[src/rtl/display7_scan.sv]
`default_nettype none
// ============================================================================
// Module   : display7_scan
// Purpose  : Time-multiplexed scan controller for a bank of common-anode
//            7-segment digits that share one display7 decoder. Rotates one
//            digit per slot and blanks all anodes briefly at the start of
//            each slot to suppress ghosting. New values are staged and only
//            committed at frame boundaries, so a displayed frame never tears.
// Revision : 1.0 - initial release
// ----------------------------------------------------------------------------
// Parameters:
//   DIGITS  number of digits scanned (>= 2)
//   DIV     clock cycles per digit slot (> BLANK)
//   BLANK   leading cycles of each slot with all anodes off (0 = none)
// Ports:
//   iClk      in   1          system clock, rising edge
//   iRst_n    in   1          asynchronous reset, active-low
//   iValue    in   4*DIGITS   hex digits, digit k = iValue[4k+3:4k]
//   iLoad     in   1          one-cycle strobe, stages iValue
//   iEnMask   in   DIGITS     per-digit enable, 1 = digit may light
//   oNibble   out  4          nibble of current digit, to decoder input
//   oAn       out  DIGITS     anode selects, active-low, at most one low
//   oPending  out  1          staged value not yet committed
//   oFrame    out  1          one-cycle pulse after the scan wraps to digit 0
// Build option:
//   DISPLAY7_SCAN_LZB_EN  leading-zero blanking of the upper digits
// ============================================================================
module display7_scan #(
  parameter int DIGITS = 8,
  parameter int DIV    = 100000,
  parameter int BLANK  = 4
) (
  input  logic                  iClk,
  input  logic                  iRst_n,
  input  logic [4*DIGITS-1:0]   iValue,
  input  logic                  iLoad,
  input  logic [DIGITS-1:0]     iEnMask,
  output logic [3:0]            oNibble,
  output logic [DIGITS-1:0]     oAn,
  output logic                  oPending,
  output logic                  oFrame
);

  localparam int CW = (DIV > 1) ? $clog2(DIV) : 1;
  localparam int IW = $clog2(DIGITS);

  localparam logic [CW-1:0] C_CNT_LAST   = CW'(DIV - 1);
  localparam logic [CW-1:0] C_BLANK_LAST = (BLANK > 0) ? CW'(BLANK - 1) : '0;
  localparam logic [IW-1:0] C_IDX_LAST   = IW'(DIGITS - 1);

  typedef enum logic [0:0] {
    ST_BLANK = 1'b0,
    ST_SHOW  = 1'b1
  } stateT;

  // With no blanking interval the slot starts directly in SHOW.
  localparam stateT C_START_STATE = (BLANK > 0) ? ST_BLANK : ST_SHOW;

  stateT                 rState;
  logic [CW-1:0]         rCnt;
  logic [IW-1:0]         rIdx;
  logic [4*DIGITS-1:0]   rDisp;
  logic [4*DIGITS-1:0]   rStage;

  logic                  wSlotEnd;
  logic                  wWrap;
  logic [DIGITS-1:0]     wSuppress;
  logic [3:0]            wNibble;
  logic [DIGITS-1:0]     wAn;

  assign wSlotEnd = (rCnt == C_CNT_LAST);
  assign wWrap    = wSlotEnd && (rIdx == C_IDX_LAST);

`ifdef DISPLAY7_SCAN_LZB_EN
  // wZeroFrom[k] is set when digits k..DIGITS-1 of the display are all zero.
  logic [DIGITS:0] wZeroFrom;
  assign wZeroFrom[DIGITS] = 1'b1;
  for (genvar k = 0; k < DIGITS; k++) begin : g_lzb
    assign wZeroFrom[k] = wZeroFrom[k+1] && (rDisp[4*k +: 4] == 4'h0);
    // Digit 0 always shows, so a zero value still reads "0".
    assign wSuppress[k] = (k > 0) && wZeroFrom[k];
  end
`else
  assign wSuppress = '0;
`endif

  // Select the current digit's nibble and its anode; anode only drops in SHOW.
  always_comb begin
    wNibble = 4'h0;
    wAn     = '1;
    for (int k = 0; k < DIGITS; k++) begin
      if (rIdx == IW'(k)) begin
        wNibble = rDisp[4*k +: 4];
        if ((rState == ST_SHOW) && iEnMask[k] && !wSuppress[k]) begin
          wAn[k] = 1'b0;
        end
      end
    end
  end

  always_ff @(posedge iClk or negedge iRst_n) begin
    if (!iRst_n) begin
      rState   <= C_START_STATE;
      rCnt     <= '0;
      rIdx     <= '0;
      rDisp    <= '0;
      rStage   <= '0;
      oPending <= 1'b0;
      oFrame   <= 1'b0;
      oNibble  <= 4'h0;
      oAn      <= '1;
    end else begin
      // Slot counter and digit index.
      if (wSlotEnd) begin
        rCnt <= '0;
        rIdx <= (rIdx == C_IDX_LAST) ? '0 : rIdx + 1'b1;
      end else begin
        rCnt <= rCnt + 1'b1;
      end

      // Per-slot state machine.
      case (rState)
        ST_BLANK: if (rCnt == C_BLANK_LAST) rState <= ST_SHOW;
        ST_SHOW:  if (wSlotEnd && (BLANK > 0)) rState <= ST_BLANK;
        default:  rState <= C_START_STATE;
      endcase

      // Commit the staged value at the wrap. A load on the wrap cycle still
      // commits the previous stage; the new value waits one more frame.
      if (wWrap && oPending) begin
        rDisp <= rStage;
      end
      if (iLoad) begin
        rStage   <= iValue;
        oPending <= 1'b1;
      end else if (wWrap) begin
        oPending <= 1'b0;
      end

      // Registered outputs, one clock behind (state, idx).
      oFrame  <= wWrap;
      oNibble <= wNibble;
      oAn     <= wAn;
    end
  end

endmodule
`default_nettype wire

[config.mk]
export PLATFORM = sky130hd
export DESIGN_NAME = display7_scan
export DESIGN_NICKNAME = d
export VERILOG_FILES = /design/src/rtl/display7_scan.sv
export SDC_FILE = /design/constraint.sdc
export NUM_CORES = 1
export LEC_CHECK = 0
export CAP_MARGIN = 15
export CORE_MARGIN = 2
export CORE_UTILIZATION = 40
export DETAILED_ROUTE_END_ITERATION = 10
export GPL_TIMING_DRIVEN = 0
export MAX_ROUTING_LAYER = met4
export SYNTH_ARGS = -nofsm -noshare
export SYNTH_HDL_FRONTEND = slang
export SYNTH_SLANG_ARGS = --single-unit
[constraint.sdc]
create_clock -name iClk -period 7.11 [get_ports iClk]
set_clock_uncertainty 0.2 [all_clocks]
set_input_delay 1.422 -clock iClk [delete_from_list [all_inputs] [get_ports iClk]]
set_output_delay 1.422 -clock iClk [all_outputs]
set_load 0.02 [all_outputs]
==> metrics, run 1 <==
status complete, no violations; leakage component of the power 2.23 nW; largest driver fanout on the critical path 1; data arrival time at the worst-slack endpoint 1480 ps; synthesized net count 376; most common flop cell mapped by yosys sky130_fd_sc_hd__dfrtp_1; Crit Path Class flip-flop to output port; vertical die dimension 108 um; list of cells traversed by the critical path clkdlybuf4s50_1; nets@finish 443; Power Density 192 nW/um^2; area enclosed by the die boundary 11700 um^2; RSZ-0062 raised after global routing false; combined area of the multi-input logic cells 1720 um^2; DR pass1 iterations 4; average wire per standard cell 15.4 um; simple-gate area share of the yosys netlist 10.3%; later-pin clock latency in the skew report 380 ps; sequential area share after synthesis 57.1%; share of synthesized area spent on multiplexers 19.6%; delay contributed by the slowest stage of the critical path 590 ps; Post-CTS Hold Fix Bufs 0; required time at the worst-slack endpoint 5490 ps; die boundary width 108 um; placement-stage cell area 5110 um^2; final setup violation count 0; number of buffers created by CTS 9; cell total after placement 522; time the final worst path needs with I/O delays and setup 3100 ps; Resized cells post-CTS 0; combinational family with the most area after synthesis multiplexers; routability cong. 0.850; slew at the pin closest to its max-slew limit 645 ps; overall track demand over capacity in global routing 16.1%; overflow left after global routing 0; total number of vias 2705; core occupancy in the finished layout 49.4%; hpwl dp 6.00 mm; count of final max-slew check failures 0; ys async rst share 100%; final wirelength 8.31 mm; initial antenna violation count 0; Final Hold Fails 0; maximum level of the CTS H-tree 3; Via density 5.03; DRC violations left 0; pin count of the biggest net entering global routing 59; Synth-to-Final Area Change 21.8%; FF+latch count, synth 99; sum of negative setup slack 0 ps; clock tree from TritonCTS yes; number of flops mapped to enable cells by yosys 0; number of DRC markers in iteration 0 121; Layout Cells excl Fill 538; post-synthesis compound-gate area fraction 4.77%; critical path's slowest cell sky130_fd_sc_hd__clkdlybuf4s50_1; final worst-path cycle share 43.6%; max capacitance violation total 0; FF/Latch Area 2490 um^2; Final Instance Area 5310 um^2; post-synthesis instance total 326; Post-DRT Antenna Nets 0; global-route wire length before repair 14.1 mm; filler cell count 984; average cell area after synthesis 13.4 um^2; family of cells with the greatest summed delay on the critical path buffers and inverters; endpoint type of the worst setup path output port; number of buffers on the longest clock path 2; buffer count from post-CTS setup fixing 0; clock-pin slew of the registers on the worst-case setup and hold paths 90 ps; type of origin of the critical path flip-flop; Critical path buffers and inverters 1; worst rel slew slack 57.0%; number of global-route vias before repair 2804; distinct cell type count after synthesis 37; worst supply voltage drop on vdd 0.119 mV; count of standard-cell rows 38; Yosys warning total 0; cell at the root of the clock tree sky130_fd_sc_hd__clkbuf_8; HP Class flip-flop to flip-flop; io pins 57; clock net sink count 99; mapped cell area 4360 um^2; antenna cells 0; fraction of final layout cells with drive strength greater than 1 24.4%; IO buf count 55; upper clock frequency limit 322 MHz; Post-Synth XOR/XNOR Area 2.81%; Floorplan Core Area 10700 um^2; Post-Synth Adder-Cell Area 2.01%; effective utilization at floorplan 40.6%
## Yosys cell counts, types with 2 or more instances
cell type / number / area, um^2
sky130_fd_sc_hd__buf_12: 3 / 60.1
sky130_fd_sc_hd__a21oi_1: 5 / 25.0
sky130_fd_sc_hd__nand4_1: 9 / 56.3
sky130_fd_sc_hd__a22oi_1: 4 / 30.0
sky130_fd_sc_hd__inv_1: 10 / 37.5
sky130_fd_sc_hd__nor2_1: 10 / 37.5
sky130_fd_sc_hd__a311oi_1: 4 / 35.0
sky130_fd_sc_hd__nor2b_1: 2 / 12.5
sky130_fd_sc_hd__xor2_1: 6 / 52.6
sky130_fd_sc_hd__and3_1: 2 / 12.5
sky130_fd_sc_hd__o21ai_0: 15 / 75.1
sky130_fd_sc_hd__mux2i_1: 2 / 20.0
sky130_fd_sc_hd__nor4_1: 5 / 31.3
sky130_fd_sc_hd__and4_1: 2 / 17.5
sky130_fd_sc_hd__nand3_1: 13 / 65.1
sky130_fd_sc_hd__nor3_1: 3 / 15.0
sky130_fd_sc_hd__clkbuf_1: 11 / 41.3
sky130_fd_sc_hd__ha_1: 7 / 87.6
sky130_fd_sc_hd__dfrtp_1: 91 / 2280
sky130_fd_sc_hd__a221oi_1: 4 / 35.0
sky130_fd_sc_hd__xnor2_1: 8 / 70.1
sky130_fd_sc_hd__mux2_2: 34 / 383
sky130_fd_sc_hd__nand2b_1: 4 / 25.0
sky130_fd_sc_hd__nand2_1: 23 / 86.3
sky130_fd_sc_hd__dfstp_2: 8 / 210
sky130_fd_sc_hd__mux2_4: 30 / 450
## final timing paths
path                           from   endpoint  slack [ps]  depth (start not counted)
setup / recovery             oAn[0]     oAn[0]        4010                          1
hold / removal             rCnt[12]   rCnt[12]         300                          1
setup reg to reg           rCnt[11]   rDisp[7]        4420                          6
hold reg to reg            rCnt[12]   rCnt[12]         300                          1
max in group asynchronous    iRst_n     oAn[7]        5170                          2
min in group asynchronous    iRst_n  rStage[3]         830                          1
## metal layers
| layer | track usage, % | vias up | share of wire (%) |
|---|---|---|---|
| met5 | - | - | 0 |
| met4 | 5.59 | 0 | 1.5 |
| met3 | 3.68 | 12 | 4.6 |
| met2 | 25.0 | 60 | 48 |
| met1 | 20.7 | 1338 | 46 |
| li1 | - | 1295 | - |
## layout by cell type (no fill, tap or decap), drive strengths merged, types with 4 or more instances in the layout
cell           count
dfrtp             91
mux2              64
clkdlybuf4s50     54
nand2             23
clkbuf            20
o21ai             15
nand3             13
inv               11
nor2              10
nand4              9
xnor2              8
dfstp              8
ha                 7
xor2               6
nor4               6
buf                6
a21oi              5
nand2b             4
a22oi              4
a221oi             4
a311oi             4
clkinvlp           4
nor3               4
## state kept, by name (all words and copies together) (netlist names)
signal	count
rDisp	32
rStage	32
rCnt	17
oAn	8
oNibble	4
rIdx	3
oFrame	1
oPending	1
rState	1
## report_power, final
group	internal (mW)	leakage, nW	total (mW)	switching (mW)
Clock	0.164	0.0881	0.365	0.201
Sequential	0.582	1.26	0.591	0.00975
Combinational	0.0386	0.886	0.0610	0.0224
## layout make-up
type | instances | share of cell area (%)
sequential | 99 | 46.8
multi-input combinational | 202 | 32.4
timing repair buffer | 56 | 10.8
tap | 140 | 3.30
clock buffer | 9 | 2.33
buffer | 15 | 2.12
clock inverter | 7 | 1.46
inverter | 10 | 0.707
## stage by stage
stage / setup slack (ps) / hold slack [ps] / power [mW]
2_1_floorplan: 4460 / 250 / 0.622
3_3_place_gp: 763 / 288 / 0.663
3_5_place_dp: 4110 / 284 / 0.666
4_1_cts: 3980 / 300 / 1.03
5_1_grt: 3960 / 327 / 1.06
6_report: 4010 / 295 / 1.02
## kinds of logic after synthesis
| logic type | count (synthesis) |
|---|---|
| AO/OA/AOI/OAI | 33 |
| buffers and inverters | 25 |
| AND/OR/NAND/NOR | 82 |
| multiplexers | 66 |
| XOR/XNOR | 14 |
| adder cells (fa/ha/maj) | 7 |
| flip-flops | 99 |
(Power assumes the default switching activity.)
==> inputs of run 2 (changes only) <==
==> constraint.sdc (replaced) <==
create_clock -name iClk -period 3 [get_ports iClk]
set_clock_uncertainty 0.2 [all_clocks]
set_input_delay 0.6 -clock iClk [delete_from_list [all_inputs] [get_ports iClk]]
set_output_delay 0.6 -clock iClk [all_outputs]
set_load 0.02 [all_outputs]
==> results of run 2 <==
The final DEF is identical to that of run 1. Status: complete, no violations.
Among the figures that moved: setup slack after placement 4110 ps -> 315 ps; setup slack after layout 4010 ps -> 308 ps; hold slack 295 ps -> 5.31 ps; start point of the critical path oAn[0] -> rCnt[11]; end point of the critical path oAn[0] -> rDisp[7]; register-to-register setup slack 4420 ps -> 310 ps; total power 1.02 mW -> 2.41 mW; worst IR drop on VDD 0.119 mV -> 0.281 mV
==> inputs of run 3 (changes only) <==
--- a/config.mk
+++ b/config.mk
@@ -5,7 +5,7 @@
 export SDC_FILE = /design/constraint.sdc
 export NUM_CORES = 1
 export LEC_CHECK = 0
-export CAP_MARGIN = 15
+export CAP_MARGIN = 20
 export CORE_MARGIN = 2
 export CORE_UTILIZATION = 40
 export DETAILED_ROUTE_END_ITERATION = 10
==> results of run 3 <==
The final DEF is identical to that of run 1. Status: complete, no violations.
Among the figures that moved: setup slack after placement 4110 ps -> 315 ps; setup slack after layout 4010 ps -> 308 ps; hold slack 295 ps -> 5.31 ps; start point of the critical path oAn[0] -> rCnt[11]; end point of the critical path oAn[0] -> rDisp[7]; register-to-register setup slack 4420 ps -> 310 ps; total power 1.02 mW -> 2.41 mW; worst IR drop on VDD 0.119 mV -> 0.281 mV
